<file path="src/rtl/button_event_arbiter_pkg.sv">
// Package button_evt_pkg: shared event/state encodings and sizing helpers
// for button_event_arbiter and its per-button press tracker.
package button_evt_pkg;

    typedef enum logic [1:0] {
        EVT_SHORT  = 2'b00,
        EVT_LONG   = 2'b01,
        EVT_REPEAT = 2'b10
    } evt_type_t;

    typedef enum logic [1:0] {
        ST_IDLE  = 2'b00,
        ST_PRESS = 2'b01,
        ST_HELD  = 2'b10
    } btn_state_t;

    // Width of a hold counter that must reach the larger of the two tick limits.
    function automatic int holdCntWidth(input int longTicks, input int repeatTicks);
        int top;
        top = (longTicks > repeatTicks) ? longTicks : repeatTicks;
        return $clog2(top + 1);
    endfunction

endpackage

</file>
<file path="src/rtl/button_event_arbiter_if.sv">
// Event port of button_event_arbiter: valid/ready event stream plus the
// overwrite (lost) pulse. master = arbiter side, slave = consumer side.
interface button_event_arbiter_if #(
    parameter int N_BTN = 5
) ();
    import button_evt_pkg::*;

    localparam int ID_W = $clog2(N_BTN);

    logic            evt_valid;
    logic            evt_ready;
    logic [ID_W-1:0] evt_id;
    evt_type_t       evt_type;
    logic            evt_lost;

    modport master (
        output evt_valid,
        output evt_id,
        output evt_type,
        output evt_lost,
        input  evt_ready
    );

    modport slave (
        input  evt_valid,
        input  evt_id,
        input  evt_type,
        input  evt_lost,
        output evt_ready
    );

endinterface

</file>
<file path="src/rtl/button_event_arbiter_btn_press_tracker.sv">
// btn_press_tracker: edge detect, press FSM and hold counter for one button.
// Emits a one-cycle post strobe with the event type in the cycle the
// triggering edge or tick is seen.
// Build option: AUTO_REPEAT_EN enables REPEAT events while the button is HELD.
module btn_press_tracker
    import button_evt_pkg::*;
#(
    parameter int LONG_TICKS   = 1000,
    parameter int REPEAT_TICKS = 200
) (
    input  logic      clk,
    input  logic      rst_n,
    input  logic      tick_en,
    input  logic      pb_i,
    output logic      post_o,
    output evt_type_t postType_o
);

`ifdef AUTO_REPEAT_EN
    localparam int CNT_W = holdCntWidth(LONG_TICKS, REPEAT_TICKS);
    localparam logic [CNT_W-1:0] REPEAT_LAST = CNT_W'(REPEAT_TICKS - 1);
`else
    localparam int CNT_W = holdCntWidth(LONG_TICKS, 1);
`endif
    localparam logic [CNT_W-1:0] LONG_LAST = CNT_W'(LONG_TICKS - 1);
    localparam logic [CNT_W-1:0] CNT_MAX   = '1;

    logic             pbPrev_q;
    btn_state_t       state_q;
    logic [CNT_W-1:0] holdCnt_q;
    logic             rise;
    logic             fall;

    assign rise = pb_i & ~pbPrev_q;
    assign fall = ~pb_i & pbPrev_q;

    // Decode the event to post this cycle from the current state, edge and tick.
    always_comb begin
        post_o     = 1'b0;
        postType_o = EVT_SHORT;
        case (state_q)
            ST_PRESS: begin
                if (fall) begin
                    post_o     = 1'b1;
                    postType_o = EVT_SHORT;
                end else if (tick_en && (holdCnt_q == LONG_LAST)) begin
                    post_o     = 1'b1;
                    postType_o = EVT_LONG;
                end
            end
`ifdef AUTO_REPEAT_EN
            ST_HELD: begin
                if (!fall && tick_en && (holdCnt_q == REPEAT_LAST)) begin
                    post_o     = 1'b1;
                    postType_o = EVT_REPEAT;
                end
            end
`endif
            default: begin
                post_o     = 1'b0;
                postType_o = EVT_SHORT;
            end
        endcase
    end

    // Edge register, press FSM and tick-driven hold counter.
    always_ff @(posedge clk or negedge rst_n) begin
        if (!rst_n) begin
            pbPrev_q  <= 1'b1;
            state_q   <= ST_IDLE;
            holdCnt_q <= '0;
        end else begin
            pbPrev_q <= pb_i;
            case (state_q)
                ST_IDLE: begin
                    if (rise) begin
                        state_q   <= ST_PRESS;
                        holdCnt_q <= '0;
                    end
                end
                ST_PRESS: begin
                    if (fall) begin
                        state_q <= ST_IDLE;
                    end else if (tick_en) begin
                        if (holdCnt_q == LONG_LAST) begin
                            state_q   <= ST_HELD;
                            holdCnt_q <= '0;
                        end else begin
                            holdCnt_q <= holdCnt_q + CNT_W'(1);
                        end
                    end
                end
                ST_HELD: begin
                    if (fall) begin
                        state_q <= ST_IDLE;
                    end else if (tick_en) begin
`ifdef AUTO_REPEAT_EN
                        if (holdCnt_q == REPEAT_LAST) begin
                            holdCnt_q <= '0;
                        end else if (holdCnt_q != CNT_MAX) begin
                            holdCnt_q <= holdCnt_q + CNT_W'(1);
                        end
`else
                        if (holdCnt_q != CNT_MAX) begin
                            holdCnt_q <= holdCnt_q + CNT_W'(1);
                        end
`endif
                    end
                end
                default: begin
                    state_q <= ST_IDLE;
                end
            endcase
        end
    end

endmodule

</file>
<file path="src/rtl/button_event_arbiter.sv">
// button_event_arbiter: turns N debounced button levels into SHORT/LONG
// (and optionally REPEAT) events and serialises them round-robin onto one
// valid/ready event port.
// Build option: AUTO_REPEAT_EN (passed down to btn_press_tracker).
module button_event_arbiter
    import button_evt_pkg::*;
#(
    parameter int N_BTN        = 5,
    parameter int LONG_TICKS   = 1000,
    parameter int REPEAT_TICKS = 200
) (
    input  logic                   clk,
    input  logic                   rst_n,
    input  logic                   tick_en,
    input  logic [N_BTN-1:0]       pb_deb,
    button_event_arbiter_if.master evt
);

    localparam int ID_W = $clog2(N_BTN);
    localparam logic [ID_W-1:0] LAST_ID = ID_W'(N_BTN - 1);

    logic [N_BTN-1:0] post;
    evt_type_t        postType [N_BTN];

    logic [N_BTN-1:0] pendValid_q;
    evt_type_t        pendType_q [N_BTN];

    logic [N_BTN-1:0] req;
    evt_type_t        reqType [N_BTN];

    logic             evtValid_q;
    logic [ID_W-1:0]  evtId_q;
    evt_type_t        evtType_q;
    logic [ID_W-1:0]  rrPtr_q;

    logic             outFree;
    logic             grantFound;
    logic [ID_W-1:0]  grantId;
    evt_type_t        grantType;
    logic [N_BTN-1:0] grantVec;
    logic             lostAny;

    for (genvar g = 0; g < N_BTN; g++) begin : g_trk
        btn_press_tracker #(
            .LONG_TICKS  (LONG_TICKS),
            .REPEAT_TICKS(REPEAT_TICKS)
        ) u_trk (
            .clk       (clk),
            .rst_n     (rst_n),
            .tick_en   (tick_en),
            .pb_i      (pb_deb[g]),
            .post_o    (post[g]),
            .postType_o(postType[g])
        );
    end

    assign outFree = ~evtValid_q | evt.evt_ready;

    // A slot requests if it is pending or posting now; an older pending event is served first.
    always_comb begin
        req = pendValid_q | post;
        for (int i = 0; i < N_BTN; i++) begin
            reqType[i] = pendValid_q[i] ? pendType_q[i] : postType[i];
        end
    end

    // Round-robin pick: lowest requester at or above rrPtr_q, else lowest overall.
    always_comb begin
        logic            hiFound;
        logic [ID_W-1:0] hiId;
        evt_type_t       hiType;
        logic            loFound;
        logic [ID_W-1:0] loId;
        evt_type_t       loType;
        hiFound = 1'b0;
        hiId    = '0;
        hiType  = EVT_SHORT;
        loFound = 1'b0;
        loId    = '0;
        loType  = EVT_SHORT;
        for (int i = N_BTN - 1; i >= 0; i--) begin
            if (req[i]) begin
                loFound = 1'b1;
                loId    = ID_W'(i);
                loType  = reqType[i];
                if (ID_W'(i) >= rrPtr_q) begin
                    hiFound = 1'b1;
                    hiId    = ID_W'(i);
                    hiType  = reqType[i];
                end
            end
        end
        grantFound = loFound;
        grantId    = hiFound ? hiId : loId;
        grantType  = hiFound ? hiType : loType;
    end

    // One-hot view of the grant actually taken this cycle.
    always_comb begin
        for (int i = 0; i < N_BTN; i++) begin
            grantVec[i] = outFree & grantFound & (grantId == ID_W'(i));
        end
    end

    assign lostAny = |(post & pendValid_q & ~grantVec);

    // Pending slots: capture posts not taken directly, clear on grant, overwrite on repost.
    always_ff @(posedge clk or negedge rst_n) begin
        if (!rst_n) begin
            pendValid_q <= '0;
            for (int i = 0; i < N_BTN; i++) begin
                pendType_q[i] <= EVT_SHORT;
            end
        end else begin
            for (int i = 0; i < N_BTN; i++) begin
                if (pendValid_q[i]) begin
                    if (post[i]) begin
                        pendType_q[i] <= postType[i];
                    end else if (grantVec[i]) begin
                        pendValid_q[i] <= 1'b0;
                    end
                end else if (post[i] && !grantVec[i]) begin
                    pendValid_q[i] <= 1'b1;
                    pendType_q[i]  <= postType[i];
                end
            end
        end
    end

    // Output register and round-robin pointer; reloads in the accept cycle.
    always_ff @(posedge clk or negedge rst_n) begin
        if (!rst_n) begin
            evtValid_q <= 1'b0;
            evtId_q    <= '0;
            evtType_q  <= EVT_SHORT;
            rrPtr_q    <= '0;
        end else if (outFree) begin
            evtValid_q <= grantFound;
            if (grantFound) begin
                evtId_q   <= grantId;
                evtType_q <= grantType;
                rrPtr_q   <= (grantId == LAST_ID) ? '0 : grantId + ID_W'(1);
            end
        end
    end

    assign evt.evt_valid = evtValid_q;
    assign evt.evt_id    = evtId_q;
    assign evt.evt_type  = evtType_q;
    assign evt.evt_lost  = lostAny;

endmodule

</file>
<file path="src/flat_wrapper.sv">
// flat-port wrapper written by rule: the top's interface ports become plain ports
module button_event_arbiter_flat import button_evt_pkg::*;
#(
    parameter int N_BTN        = 5,
    parameter int LONG_TICKS   = 1000,
    parameter int REPEAT_TICKS = 200
)
  (clk, rst_n, tick_en, pb_deb, evt_evt_valid, evt_evt_id, evt_evt_type, evt_evt_lost, evt_evt_ready);
  button_event_arbiter_if #(.N_BTN(N_BTN)) evt_i ();
  input  logic clk;
  input  logic rst_n;
  input  logic tick_en;
  input  logic [N_BTN-1:0] pb_deb;
  output wire logic [$bits(evt_i.evt_valid)-1:0] evt_evt_valid;
  output wire logic [$bits(evt_i.evt_id)-1:0] evt_evt_id;
  output wire logic [$bits(evt_i.evt_type)-1:0] evt_evt_type;
  output wire logic [$bits(evt_i.evt_lost)-1:0] evt_evt_lost;
  input wire logic [$bits(evt_i.evt_ready)-1:0] evt_evt_ready;
  assign evt_evt_valid = evt_i.evt_valid;
  assign evt_evt_id = evt_i.evt_id;
  assign evt_evt_type = evt_i.evt_type;
  assign evt_evt_lost = evt_i.evt_lost;
  assign evt_i.evt_ready = evt_evt_ready;
  button_event_arbiter #(.N_BTN(N_BTN), .LONG_TICKS(LONG_TICKS), .REPEAT_TICKS(REPEAT_TICKS)) u_core (.clk(clk), .rst_n(rst_n), .tick_en(tick_en), .pb_deb(pb_deb), .evt(evt_i));
endmodule
</file>
<file path="config.mk">
export PLATFORM = sky130hd
export DESIGN_NAME = button_event_arbiter_flat
export DESIGN_NICKNAME = d
export VERILOG_FILES = /design/src/rtl/button_event_arbiter_pkg.sv /design/src/rtl/button_event_arbiter_if.sv /design/src/rtl/button_event_arbiter_btn_press_tracker.sv /design/src/rtl/button_event_arbiter.sv /design/src/flat_wrapper.sv
export SDC_FILE = /design/constraint.sdc
export NUM_CORES = 1
export LEC_CHECK = 0
export CAP_MARGIN = 30
export CORE_MARGIN = 1
export CORE_UTILIZATION = 62
export DETAILED_ROUTE_END_ITERATION = 7
export PLACE_DENSITY = 0.91
export SETUP_SLACK_MARGIN = 0.2
export SLEW_MARGIN = 20
export SYNTH_ARGS = -nofsm -noshare
export SYNTH_HDL_FRONTEND = slang
export SYNTH_SLANG_ARGS = --single-unit
</file>
<file path="constraint.sdc">
create_clock -name clk -period 4 [get_ports clk]
set_input_delay 0.6 -clock clk [delete_from_list [all_inputs] [get_ports clk]]
set_output_delay 0.6 -clock clk [all_outputs]
set_load 0.05 [all_outputs]
</file>
==> metrics.csv <==
stage,metric,value,unit
status,status,"complete, no violations",
finish,fin_area,0.00651,mm²
synthesis,synth_seq_cells,83,
finish,nets,726,
critical_path,r2r_slack,1.03,ns
synthesis,synth_top_area_cell,dfrtp_1,
clocking,cts-root-buf,clkbuf_8,
die,die_w,94.5,µm
power_and_ir_drop,ir_drop,0.446,mV
synthesis,synth.yosys.warnings,0,
timing,finClkSkew,0.0101,ns
clocking,cts_hold_buf,0,
place,dp_slack,-0.269,ns
route,num_vias,4948,
die,dieHeight,94.5,µm
synthesis,synth-edff-count,0,
clocking,htreeDepth,3,
route,vias_per_cell,6.21,
timing,finalSetupViolCount,0,
power_and_ir_drop,power.density,643,mW/mm²
global_routing,grt_max_degree,46,
global_routing,gr-usage-all-layers,0.303,
synthesis,async_flop_share,1.00,
route,wl_per_cell,16.6,µm
place,place_congestion,0.905,
min_path,hp-class,in -> async,
finish,drive_gt1_frac,0.238,
global_routing,grt_pass1_wl,21.3,mm
clocking,clkLatencyLatePin,0.37,ns
timing,grt_setup_unrepaired,true,
synthesis,ys_seq_area_frac,0.393,
die,start_util,0.643,
timing,fin_crit,3.96,ns
timing,max_freq,0.253,GHz
critical_path,critPathArrivalTime,3.36,ns
place,place.port_buffers,14,
synthesis,synth_common_cells,"79 x o21ai_0, 78 x dfrtp_1, 70 x nand2_1, 36 x nor2_1, 30 x ha_1",
timing,fin_ws,0.0435,ns
route,drtPass1Iterations,6,
route,ant_nets,0,
route,drt_iter0_drc,312,
die,core,0.00826,mm²
timing,final.period_utilization,0.989,
timing,slew_violations,0,
global_routing,grt_remaining_overflow,0,
global_routing,antenna_found_initial,0,
synthesis,synth_most_common_cell,o21ai_0,
critical_path,critPathKind,in -> out,
critical_path,r2r_start,u_core.g_trk[4].u_trk.state_q[1],
synthesis,netlist_area,0.00531,mm²
critical_path,cp-end-kind,output pin,
finish,stdcell_count,797,
finish,area_growth,22.7,%
synthesis,synth_top_area_frac,0.368,
clocking,cts_sinks,83,
clocking,cts.clk_slew.worst_paths,0.09,ns
clocking,cts_buffers,9,
synthesis,syn_nets,640,
clocking,cts_tree,built,
timing,slew_headroom,0.622,
die,fp-row-count,33,
synthesis,postSynthAreaPerCell,8.83,µm²
power_and_ir_drop,leakage,0.00294,µW
critical_path,crit_path_max_fanout,2,
route,route.detailed.drc,0,
synthesis,syn_inst,601,
die,die_area,0.00893,mm²
place,dp_hpwl,8.77,mm
global_routing,grt_pass1_vias,4684,
timing,tightest_slew,0.561,ns
job,cap_violations,0,
critical_path,cp_data_required_time,3.40,ns
critical_path,ff2ff_path_depth,15,
finish,num-fill-cells,512,
synthesis,synth_ff_type,dfrtp_1,
clocking,cts_max_path_buffers,2,
critical_path,critical_path.startpoint_type,input pin,
finish,diodes,0,
place,post-place-cells,752,
timing,timing_hold_violations_final,0,
critical_path,reg2reg_to,u_core.pendType_q[2],
route,drt_wl_total,13.2,mm
synthesis,ys_types,70,
place,place_area,0.00589,mm²
synthesis,synthTopCellsByArea,"dfrtp_1 37%, o21ai_0 7.4%, ha_1 7.1%, nand2_1 5.0%, and3_1 3.1%",
die,ios,16,
## layer usage
layer	GRT usage	vias to the layer above	routed length [µm]
met5	0	-	0
met4	0.128	0	333
met3	0.0531	33	582
met2	0.517	163	6670
met1	0.380	2402	5640
li1	-	2350	-
## worst max-delay path by stage
stage / depth (start not counted) / end / slack (ns) / startpoint
2_1_floorplan: 15 / evt_evt_lost / 0.43 / u_core.g_trk[4].u_trk.state_q[1]
3_3_place_gp: 17 / evt_evt_lost / -0.15 / tick_en
3_5_place_dp: 16 / evt_evt_lost / -0.27 / pb_deb[4]
4_1_cts: 16 / evt_evt_lost / 0.14 / u_core.g_trk[4].u_trk.holdCnt_q[1]
5_1_grt: 17 / evt_evt_lost / -0.14 / u_core.g_trk[4].u_trk.state_q[1]
6_report: 16 / evt_evt_lost / 0.04 / pb_deb[0]
## layout by cell type, fill, tap and decap left out, types with 6 or more instances in the layout
cell type	n
dfrtp_1	78
o21ai_0	75
buf_4	75
nand2_1	67
nor2_1	33
and3_1	26
inv_1	25
nand3_1	25
a21oi_1	23
o31ai_1	19
ha_1	19
nand2b_1	16
clkdlybuf4s50_1	10
clkbuf_8	9
a21o_1	8
nand4_1	7
a21bo_2	6
or2_2	6
nor3_1	6
ha_4	6
## worst max-delay path, cell delays in order
cell and delay, ns:
clkdlybuf4s50_1 0.48, nor2b_1 0.08, a21o_1 0.18, nor2_2 0.11
nand2_1 0.10, o21ai_1 0.17, nand2_1 0.09, a221oi_2 0.27
ha_2 0.26, ha_4 0.14, and2_4 0.15, a21oi_2 0.06
a311oi_2 0.25, buf_4 0.16, o221ai_2 0.08, buf_6 0.17
## sequential cells by signal, summed over array words and instances, names as in the netlist
register,flops
u_core.pendValid_q,5
u_core.pendType_q,5
u_core.evt.evt_type,1
u_core.g_trk.u_trk.holdCnt_q,50
u_core.rrPtr_q,3
u_core.g_trk.u_trk.state_q,10
u_core.evt.evt_valid,1
u_core.evt.evt_id,3
u_core.g_trk.u_trk.pbPrev_q,5
## stage by stage
| step | utilization | TNS (ns) | power (µW) | hold slack (ns) |
|---|---|---|---|---|
| 3_5_place_dp | 0.714 | -0.269 | 3200 | 0.481 |
| 3_3_place_gp | 0.710 | -0.150 | 3110 | 0.478 |
| 2_1_floorplan | - | 0 | 2480 | 0.304 |
| 5_1_grt | 0.789 | -0.136 | 4460 | 0.237 |
| 4_1_cts | 0.768 | 0 | 3990 | 0.213 |
| 6_report | 0.789 | 0 | 4190 | 0.191 |
## power breakdown
group / leakage (µW) / switching [µW] / internal [µW]
Clock: 0.0000901 / 325 / 292
Sequential: 0.00110 / 179 / 981
Combinational: 0.00175 / 1310 / 1100
Total: 0.00294 / 1810 / 2380
## final cells by class
cell class	count	area [µm²]	share of cell area
inverter	29	109	0.0167
clock inverter	5	62.6	0.00960
multi-input combinational	473	3250	0.498
sequential	83	2080	0.320
tap	105	131	0.0202
clock buffer	11	131	0.0202
timing repair buffer	91	751	0.115
## what timing repair did
item | in CTS | in global routing
pin swaps | 15 | 15
setup buffers | 16 | 13
gates resized for setup | 36 | 19
endpoints found under the setup margin | 1 | 1
## cells by family (layout without fill, tap and decap cells)
group,after synthesis,count (layout),synth area share
adder cells (fa/ha/maj),32,32,0.0745
AND/OR/NAND/NOR,228,228,0.228
multiplexers,9,9,0.0182
XOR/XNOR,6,6,0.00990
AO/OA/AOI/OAI,197,197,0.243
buffers and inverters,45,136,0.0332
other,1,1,0.000707
flip-flops,83,83,0.393
(Power assumes the default switching activity.)
